--- config.mk ---
export PLATFORM = sky130hd
export DESIGN_NAME = dram_store_serializer
export DESIGN_NICKNAME = d
export VERILOG_FILES = /design/src/rtl/sp_types_pkg.sv /design/src/rtl/dram_store_perf.sv /design/src/rtl/dram_store_serializer.sv
export SDC_FILE = /design/constraint.sdc
export NUM_CORES = 1
export LEC_CHECK = 0
export ABC_CLOCK_PERIOD_IN_PS = 2700
export BUFFER_PORTS_ARGS = -buffer_cell sky130_fd_sc_hd__buf_2
export CAP_MARGIN = 20
export CORE_UTILIZATION = 52
export DETAILED_ROUTE_END_ITERATION = 8
export PLACE_DENSITY_LB_ADDON = 0.3
export RECOVER_POWER = 50
export SLEW_MARGIN = 40
export SYNTH_ARGS = -nofsm -noshare
export SYNTH_HDL_FRONTEND = slang
export SYNTH_SLANG_ARGS = --single-unit
--- constraint.sdc ---
create_clock -name CLK -period 2.7 [get_ports CLK]
set_clock_uncertainty 0.05 [all_clocks]
set_input_delay 0.54 -clock CLK [delete_from_list [all_inputs] [get_ports CLK]]
set_output_delay 0.54 -clock CLK [all_outputs]
set_load 0.005 [all_outputs]
--- src/rtl/sp_types_pkg.sv ---
// Shared scratchpad types and widths used by the DRAM store path.
package sp_types_pkg;

  localparam int unsigned BITS_PER_ROW = 256;
  localparam int unsigned WORD_W       = 32;
  localparam int unsigned DRAM_BEAT_W  = 64;

  typedef enum logic [1:0] {
    SER_IDLE,
    SER_BURST,
    SER_DONE
  } dram_ser_state_t;

endpackage

--- src/rtl/dram_store_perf.sv ---
// Saturating row and stall counters for the DRAM store serializer.
module dram_store_perf (
  input  logic        i_clk,
  input  logic        i_rst_n,
  input  logic        i_row_done,
  input  logic        i_stall,
  output logic [31:0] o_rows,
  output logic [31:0] o_stalls
);

  logic [31:0] r_rows;
  logic [31:0] r_stalls;

  always_ff @(posedge i_clk or negedge i_rst_n) begin
    if (!i_rst_n) begin
      r_rows   <= '0;
      r_stalls <= '0;
    end else begin
      if (i_row_done && (r_rows != '1)) r_rows <= r_rows + 32'd1;
      if (i_stall && (r_stalls != '1)) r_stalls <= r_stalls + 32'd1;
    end
  end

  assign o_rows   = r_rows;
  assign o_stalls = r_stalls;

endmodule

--- src/rtl/dram_store_serializer.sv ---
// Splits one scratchpad row into DRAM write beats over a valid/ready handshake.
// Defining DRAM_STORE_PERF_EN adds the perf_rows / perf_stalls counter outputs.
module dram_store_serializer
  import sp_types_pkg::*;
#(
  parameter int unsigned ROW_W  = BITS_PER_ROW,
  parameter int unsigned BEAT_W = DRAM_BEAT_W,
  parameter int unsigned ADDR_W = WORD_W
) (
  input  logic              CLK,
  input  logic              nRST,
  input  logic              sStore,
  input  logic [ADDR_W-1:0] store_addr,
  input  logic [ROW_W-1:0]  store_data,
  output logic              sStore_hit,
  output logic              busy,
  output logic              mem_wen,
  output logic [ADDR_W-1:0] mem_addr,
  output logic [BEAT_W-1:0] mem_wdata,
  output logic              mem_last,
  input  logic              mem_ready
`ifdef DRAM_STORE_PERF_EN
  ,
  output logic [31:0]       perf_rows,
  output logic [31:0]       perf_stalls
`endif
);

  localparam int unsigned       NBEATS     = ROW_W / BEAT_W;
  localparam int unsigned       IDX_W      = (NBEATS > 1) ? $clog2(NBEATS) : 1;
  localparam int unsigned       ALIGN_W    = $clog2(ROW_W / 8);
  localparam logic [IDX_W-1:0]  LAST_IDX   = IDX_W'(NBEATS - 1);
  localparam logic [ADDR_W-1:0] BEAT_BYTES = ADDR_W'(BEAT_W / 8);
  localparam logic [ADDR_W-1:0] ALIGN_MASK = ~((ADDR_W'(1) << ALIGN_W) - ADDR_W'(1));

  if ((ROW_W % BEAT_W) != 0) begin : g_bad_cfg
    $error("ROW_W must be a multiple of BEAT_W");
  end

  dram_ser_state_t   r_state;
  logic [IDX_W-1:0]  r_idx;
  logic [ROW_W-1:0]  r_row;
  logic [ADDR_W-1:0] r_addr;
  logic              r_wen;
  logic              r_last;
  logic              r_hit;

  logic              w_accept;
  logic [IDX_W-1:0]  w_idx_nxt;

  assign w_accept  = r_wen & mem_ready;
  assign w_idx_nxt = r_idx + IDX_W'(1);

  // r_row shifts down one beat per handshake, so its low bits are always the current beat.
  always_ff @(posedge CLK or negedge nRST) begin
    if (!nRST) begin
      r_state <= SER_IDLE;
      r_idx   <= '0;
      r_row   <= '0;
      r_addr  <= '0;
      r_wen   <= 1'b0;
      r_last  <= 1'b0;
      r_hit   <= 1'b0;
    end else begin
      unique case (r_state)
        SER_IDLE: begin
          r_hit <= 1'b0;
          if (sStore) begin
            r_row   <= store_data;
            r_addr  <= store_addr & ALIGN_MASK;
            r_idx   <= '0;
            r_wen   <= 1'b1;
            r_last  <= (NBEATS == 1);
            r_state <= SER_BURST;
          end
        end
        SER_BURST: begin
          if (w_accept) begin
            if (r_idx == LAST_IDX) begin
              r_wen   <= 1'b0;
              r_last  <= 1'b0;
              r_hit   <= 1'b1;
              r_state <= SER_DONE;
            end else begin
              r_idx  <= w_idx_nxt;
              r_row  <= r_row >> BEAT_W;
              r_addr <= r_addr + BEAT_BYTES;
              r_last <= (w_idx_nxt == LAST_IDX);
            end
          end
        end
        SER_DONE: begin
          r_hit   <= 1'b0;
          r_state <= SER_IDLE;
        end
        default: r_state <= SER_IDLE;
      endcase
    end
  end

  assign sStore_hit = r_hit;
  assign busy       = (r_state != SER_IDLE);
  assign mem_wen    = r_wen;
  assign mem_addr   = r_addr;
  assign mem_wdata  = r_row[BEAT_W-1:0];
  assign mem_last   = r_last;

`ifdef DRAM_STORE_PERF_EN
  logic w_stall;
  assign w_stall = (r_state == SER_BURST) & r_wen & ~mem_ready;

  dram_store_perf u_perf (
    .i_clk      (CLK),
    .i_rst_n    (nRST),
    .i_row_done (r_hit),
    .i_stall    (w_stall),
    .o_rows     (perf_rows),
    .o_stalls   (perf_stalls)
  );
`endif

endmodule

==> Word-level counts from Yosys, hierarchy flattened <==
Cells that the tools add are included.
{ "totals": {"register_bits": 295, "out_inout_bits": 100} }
{ "op_classes": {"add_sub_neg": 2, "n_eq_ne": 8, "n_mux": 27, "bitwise": 1, "n_reduce_logical": 10} }
{ "op_table": {"columns": ["cell", "n"], "rows": [
  ["$mux 256", 3],
  ["$pmux 256 s2", 1],
  ["$mux 32", 3],
  ["$pmux 32 s2", 1],
  ["$add 32x4->32 const B", 1],
  ["$mux 2", 6],
  ["$reduce_and 3->1", 3],
  ["$mux 1", 8],
  ["$ne 2x2->1 const B", 4],
  ["$pmux 2 s2", 2],
  ["$reduce_and 4->1", 2],
  ["$eq 2x2->1 const B", 3],
  ["$pmux 1 s2", 3],
  ["$reduce_bool 2->1", 3],
  ["$add 2x1->2 const B", 1],
  ["$eq 2x1->1 const B", 1],
  ["$logic_not 2->1", 1],
  ["$reduce_or 2->1", 1],
  ["$and 1x1->1", 1]
]} }

==> Depth between registers and ports, before layout <==
Gate-level depths: netlist of the first run.
{ "logic_depth": {"word_depth": 5, "ltp_mapped": 8, "mapped_depth_nobuf": 6} }

==> Worst setup path before layout of the first run <==
Ideal clock, no wire load.
{ "synth_path": {"kind": "reg2reg", "from": "register r_idx[0]", "to": "register r_row[10]", "t_arrival_ns": 1.687, "setup_slack_ns": 0.822, "path_stages_with_launch": 8, "n_path_buf": 3, "path_cell_list": "dfrtp_1 > ha_1 > nand4b_1 > a21oi_1 > buf_2 > buf_2 > clkbuf_1 > a31oi_1"} }
{ "synth_via": {"elab_chain_len": 3} }
{ "synth_lines": {"columns": ["element", "line_no", "source"], "rows": [
  ["from (decl)", "dram_store_serializer.sv:41", "logic [IDX_W-1:0] r_idx;"],
  ["from (signal assigned)", "dram_store_serializer.sv:85", "r_idx <= w_idx_nxt;"],
  ["$eq 2x2->1", "dram_store_serializer.sv:79", "if (r_idx == LAST_IDX) begin"],
  ["$ne 2x2->1 (no line)", null, null],
  ["$reduce_and 4->1 (no line)", null, null],
  ["to (signal assigned)", "dram_store_serializer.sv:69", "r_row <= store_data;"],
  ["to (signal assigned)", "dram_store_serializer.sv:86", "r_row <= r_row >> BEAT_W;"],
  ["to (decl)", "dram_store_serializer.sv:42", "logic [ROW_W-1:0] r_row;"]
]} }
No other way between the ends.
A chain may end at the register's enable or synchronous reset.

==> Worst setup path in the final report of the first run <==
{ "layout_path": {"from": "register r_idx[0]", "to": "register r_row[35]"} }
Same word-level chain as after synthesis.

==> qor.txt, run 1 <==
Port Buffers: 383
CP max-delay cell: dfrtp_1
Tcrit/Tclk final: 0.862
Worst Reg2Reg Path Length in Cells: 7
Top FF cell, synth: dfrtp_1
Setup CP Type: reg -> reg
final hold violation count: 0
root buf cell: clkbuf_16
DR top layer: met5
gpl congestion: 0.870
worst ir drop on vdd: 0.944 mV
Critical Path Source Type: register
Finished Cell Area: 0.0162 mm2
synthesis-stage register bit count: 292
RSZ-0062 raised after global routing: no
final net count: 2068
hold depth: 2
height of the die: 162 um
row cnt: 58
Worst-Skew Late Latency: 0.55 ns
Reg2Reg Setup Slack: 0.37 ns
Pleak: 7.58 nW
Hold WC Path Type: in -> reg
vias: 11900
Detailed Route WL: 35.9 mm
Post-synth EDFFs: 0
Post-Place Setup Slack: 0.466 ns
pwr dens: 1230 mW/mm2
Crit path max-delay family: buffers and inverters
DR pass1 iterations: 5
Core Box Area: 0.0252 mm2
routed wl met3: 2.51 mm
Crit path depth: 7
max incr delay on CP: 0.41 ns
DRC: 0
die width: 162 um
first-pass GRT wire length: 56.5 mm
Final Slew Violations: 0
Crit path required time: 3.10 ns
CTS tree: built
Final setup viols: 0
Syn-to-layout area delta: 20.8%
vias in the first global route: 11100
Slew HR: 0.204
Synth cell types: 49
CP dominant cell by count: buf_12
WL met1: 15.4 mm
Post-DP HPWL: 23.8 mm
ys async rst share: 1.00
status: completed
Fill cells: 2126
Slew @ Worst Pin: 1.19 ns
Initial Util: 0.531
Cell Count Post-Placement: 2069
Final WS setup: 0.374 ns
Cell Chain, Critical Path: ha_1 > nand4b_1 > a21oi_4 > buf_12 > buf_12 > nor2_1 > a31oi_1
WL/cell: 16.8 um
placed inst area: 0.0152 mm2
CP Max Fanout: 68
share of cells above drive strength 1: 0.254
CTS Buf Count: 31
Global Route Usage Sum: 0.266
setup_tns: 0 ns
minimum hold slack: 0.155 ns
post-synthesis sequential area ratio: 0.546
Mapped Cells: 1506
critical path arrival: 2.73 ns
Initial DRC Count: 1020
largest net degree at the start of global routing: 159
initial antenna violation count: 15
die area: 0.0264 mm2
Synth warnings: 0
post-route ant nets: 0
DR vias/cell: 5.55
Mapped Area: 0.0134 mm2
Reg clk slew, reported paths: 0.07 ns
max-cap check violation count: 0
IO Pins: 392
routed wire length on met2: 16.7 mm
Syn Area/Cell: 8.88 um2
H-Tree Depth: 1
clock sinks: 292
f_max: 430 MHz
CP bufs+invs: 2
GRT Residual Overflow: 0
CTS max path bufs: 3
non-filler cells, final: 2140
crit end category: register
Final min period: 2.33 ns
[registers in the layout (all words and copies together) (netlist names)]
name / cells
r_row: 256
r_idx: 2
sStore_hit: 1
mem_wen: 1
r_state: 2
mem_addr: 29
mem_last: 1
[cell type report]
| type | instances | area [um2] | area share |
|---|---|---|---|
| Antenna cell | 13 | 32.5 | 0.00201 |
| Sequential cell | 292 | 7310 | 0.452 |
| Timing Repair Buffer | 412 | 2230 | 0.138 |
| Multi-Input combinational cell | 1029 | 5110 | 0.316 |
| Clock inverter | 16 | 155 | 0.00960 |
| Inverter | 7 | 26.3 | 0.00163 |
| Tap cell | 330 | 413 | 0.0256 |
| Clock buffer | 41 | 883 | 0.0547 |
[what timing repair did]
action                                  CTS  global route
buffers inserted                          0             0
resized for setup                         0             0
hold endpoints to repair                 63             0
hold buffers                              1             0
endpoints found under the setup margin    0             0
[metrics by stage]
stage | power, mW | util
4_1_cts | 19.9 | 0.644
5_1_grt | 21.3 | 0.642
3_5_place_dp | 15.6 | 0.603
2_1_floorplan | 13.5 | -
6_report | 19.8 | 0.642
3_3_place_gp | 15.3 | 0.603
[worst register-to-register path: cells and delay by family (launching register included)]
family / cells / cell delay (ns)
buffers and inverters: 2 / 0.66
AO/OA/AOI/OAI: 2 / 0.46
flip-flops: 1 / 0.41
AND/OR/NAND/NOR: 2 / 0.39
adder cells (fa/ha/maj): 1 / 0.27
[per-layer routing]
metal	up-vias	track usage
met1	5629	0.364
met3	85	0.0448
met4	6	0.115
met2	500	0.419
li1	5653	-
met5	-	0
[power by group]
part | switching [mW] | internal [mW] | total [mW]
Clock | 1.77 | 2.49 | 4.27
Sequential | 1.26 | 6.40 | 7.67
Combinational | 4.76 | 3.12 | 7.88
[synthesized netlist by cell type (2+ instances only)]
cell	n	area [um2]
clkbuf_1	69	259
o21ai_1	4	20.0
buf_2	38	190
o22a_1	2	17.5
inv_1	7	26.3
o32ai_1	2	17.5
a21oi_1	29	145
a21o_1	2	15.0
nand2b_1	2	12.5
nor3_2	2	20.0
and3_1	9	56.3
o21a_1	2	15.0
nand4_1	6	37.5
a2bb2oi_1	6	52.6
dfrtp_1	292	7310
a22oi_1	2	15.0
nand2_1	416	1560
buf_1	6	22.5
nor3_1	3	15.0
a31oi_1	195	1220
a22o_1	65	569
buf_4	67	503
o21ai_0	17	85.1
a311oi_1	4	35.0
o22ai_1	11	68.8
ha_1	3	37.5
nor2_1	208	781
and2_1	2	12.5
or3_1	3	18.8
nand3_1	13	65.1
[logic make-up (layout without fill, tap and decap cells)]
group,count (synthesis),after routing,synth area share
other cells,1,16,0.000280
simple gates,676,676,0.201
fa+ha+maj,3,3,0.00281
buf+inv,187,476,0.0748
compound gates,347,347,0.175
flops,292,292,0.546
[cell usage in the layout (no fill, tap or decap), drive strengths merged, types with 14 or more instances in the layout]
cell type and instances:
buf 385, a22o 65, a21oi 30, nand3 14, nor2 208, nand2 416
dfrtp 292, o21ai 21, clkbuf 67, a31oi 195
[worst paths after layout]
path / startpoint / to
worst max-delay path: r_idx[0] / r_row[35]
worst min-delay path: store_data[233] / r_row[233]
worst max register to register: r_idx[0] / r_row[35]
worst min register to register: sStore_hit / sStore_hit
max in group asynchronous: nRST / r_row[219]
min in group asynchronous: nRST / r_row[168]
Note: power is estimated with default switching activity, not from simulation.
==> inputs of run 2 (changes only) <==
- CORE_MARGIN: unset -> 8
- CORE_UTILIZATION: 52 -> 36
==> run 2 against run 1 <==
Net effect: non-clock buffer count up 2; highest routed layer unchanged; utilization shrank 19 points; global-route usage down 8.5 points; wire length is 14% higher; cell count increased by 6.2%.
==> qor.txt, run 2 (synthesized netlist as in run 1, its figures left out) <==
CP bufs+invs: 0 (was 2)
critical path arrival: 2.71 ns (was 2.73 ns)
WL/cell: 18.0 um (was 16.8 um)
GRT Residual Overflow: 0 (unchanged)
Fill cells: 3659 (was 2126)
Critical Path Source Type: register (unchanged)
Final setup viols: 0 (unchanged)
DR pass1 iterations: 5 (unchanged)
Global Route Usage Sum: 0.181 (was 0.266)
Worst Hold Launch: store_data[223] (was store_data[233])
post-CTS sizing: 0 (unchanged)
status: completed (unchanged)
row cnt: 70 (was 58)
Crit path required time: 3.05 ns (was 3.10 ns)
most common cell after layout, fill and taps aside: nand2_1 (unchanged)
worst ir drop on vdd: 0.609 mV (was 0.944 mV)
Detailed Route WL: 40.8 mm (was 35.9 mm)
IO Pins: 392 (unchanged)
Worst Reg2Reg Path Length in Cells: 5 (was 7)
final net count: 2074 (was 2068)
Port Buffers: 383 (unchanged)
height of the die: 209 um (was 162 um)
Slew @ Worst Pin: 1.25 ns (was 1.19 ns)
setup_tns: 0 ns (unchanged)
most frequent cells in the layout: 416 x nand2_1, 344 x buf_2, 292 x dfrtp_1, 207 x nor2_1, 195 x a31oi_1 (was 416 x nand2_1, 363 x buf_2, 292 x dfrtp_1, 207 x nor2_1, 195 x a31oi_1)
Final Slew Violations: 0 (unchanged)
Reg-to-Reg End: mem_addr[29] (was r_row[35])
DR vias/cell: 5.11 (was 5.55)
f_max: 424 MHz (was 430 MHz)
Syn-to-layout area delta: 22.8% (was 20.8%)
pwr dens: 1240 mW/mm2 (was 1230 mW/mm2)
Post-DP HPWL: 28.8 mm (was 23.8 mm)
Crit path max-delay family: simple AND/OR/NAND/NOR gates (was buffers and inverters)
setup bufs post-CTS: 0 (unchanged)
crit end category: register (unchanged)
max incr delay on CP: 0.66 ns (was 0.41 ns)
max reg flops: 256 (unchanged)
Pleak: 7.60 nW (was 7.58 nW)
final hold violation count: 0 (unchanged)
Initial Util: 0.365 (was 0.531)
share of cells above drive strength 1: 0.240 (was 0.254)
die area: 0.0436 mm2 (was 0.0264 mm2)
Worst-Skew Late Latency: 0.51 ns (was 0.55 ns)
CP Max Fanout: 14 (was 68)
CTS Buf Count: 35 (was 31)
gpl congestion: 0.828 (was 0.870)
RSZ-0062 raised after global routing: no (unchanged)
Final WS setup: 0.339 ns (was 0.374 ns)
reg-to-reg startpoint: r_state[1] (was r_idx[0])
Initial DRC Count: 857 (was 1020)
hold depth: 2 (unchanged)
Crit path depth: 5 (was 7)
Biggest register: r_row (unchanged)
Final min period: 2.36 ns (was 2.33 ns)
launch point of the worst path: r_state[1] (was r_idx[0])
root buf cell: clkbuf_16 (unchanged)
Reg2Reg Setup Slack: 0.34 ns (was 0.37 ns)
Tcrit/Tclk final: 0.874 (was 0.862)
Hold EP: r_row[223] (was r_row[233])
CP max-delay cell: nor3_1 (was dfrtp_1)
Cell Chain, Critical Path: nand2b_1 > nor3_1 > and3_1 > a31oi_1 > o211a_1 (was ha_1 > nand4b_1 > a21oi_4 > buf_12 > buf_12 > nor2_1 > a31oi_1)
vias: 11600 (was 11900)
Hold WC Path Type: in -> reg (unchanged)
Core Box Area: 0.0366 mm2 (was 0.0252 mm2)
vias in the first global route: 11700 (was 11100)
DRC: 0 (unchanged)
max-cap check violation count: 0 (unchanged)
Reg clk slew, reported paths: 0.06 ns (was 0.07 ns)
first-pass GRT wire length: 65.1 mm (was 56.5 mm)
H-Tree Depth: 2 (was 1)
Setup CP Type: reg -> reg (unchanged)
Post-Place Setup Slack: 0.519 ns (was 0.466 ns)
post-route ant nets: 0 (unchanged)
Slew HR: 0.166 (was 0.204)
largest net degree at the start of global routing: 144 (was 159)
CTS tree: built (unchanged)
CTS max path bufs: 3 (unchanged)
die width: 209 um (was 162 um)
initial antenna violation count: 3 (was 15)
clock sinks: 292 (unchanged)
-- run 2: worst max path at each step --
stage	endpoint	slack [ns]
3_5_place_dp	mem_addr[21]	0.52
5_1_grt	r_row[20]	0.19
6_report	mem_addr[29]	0.34
2_1_floorplan	r_row[10]	0.82
3_3_place_gp	mem_addr[21]	0.58
4_1_cts	mem_addr[21]	0.51
-- run 2: worst register-to-register path, stage by stage (launching register included) --
cell and delay [ns]:
dfrtp_1 0.49, nand2b_1 0.54, nor3_1 0.66, and3_1 0.29, a31oi_1 0.09, o211a_1 0.12
-- run 2: cell type report --
| type | count | area [um2] | share of cell area |
|---|---|---|---|
| Clock inverter | 9 | 124 | 0.00754 |
| Tap cell | 468 | 586 | 0.0356 |
| Sequential cell | 292 | 7310 | 0.445 |
| Clock buffer | 51 | 1040 | 0.0632 |
| Inverter | 7 | 26.3 | 0.00160 |
| Antenna cell | 2 | 5.00 | 0.000305 |
| Timing Repair Buffer | 414 | 2230 | 0.136 |
| Multi-Input combinational cell | 1029 | 5110 | 0.311 |
-- run 2: metal layers --
layer	track usage	up-vias	routed length, um
li1	-	5659	-
met1	0.236	5539	17700
met2	0.294	351	19600
met3	0.0392	69	2350
met4	0.0651	2	1210
met5	0	-	13
-- run 2: report_power, final --
part	internal (mW)	switching (mW)	total [mW]
logic	3.11	4.86	7.97
clock network	2.95	1.81	4.76
registers	6.41	1.25	7.65
-- run 2: repair_timing --
action                                 CTS  global route
endpoints found under the hold margin   52             0
hold buffers                             1             0
setup endpoints to repair                0             0
-- run 2: metrics by stage --
step           utilization  hold WS [ns]  total power [mW]  area, um2  std cells
2_1_floorplan            -         0.194              13.5      13400       1508
3_3_place_gp         0.420         0.415              15.6      15400       2209
3_5_place_dp         0.420         0.422              15.9      15400       2209
4_1_cts              0.452         0.154              20.7      16500       2270
5_1_grt              0.449         0.165              22.0      16400       2272
6_report             0.449         0.189              20.4      16400       2272
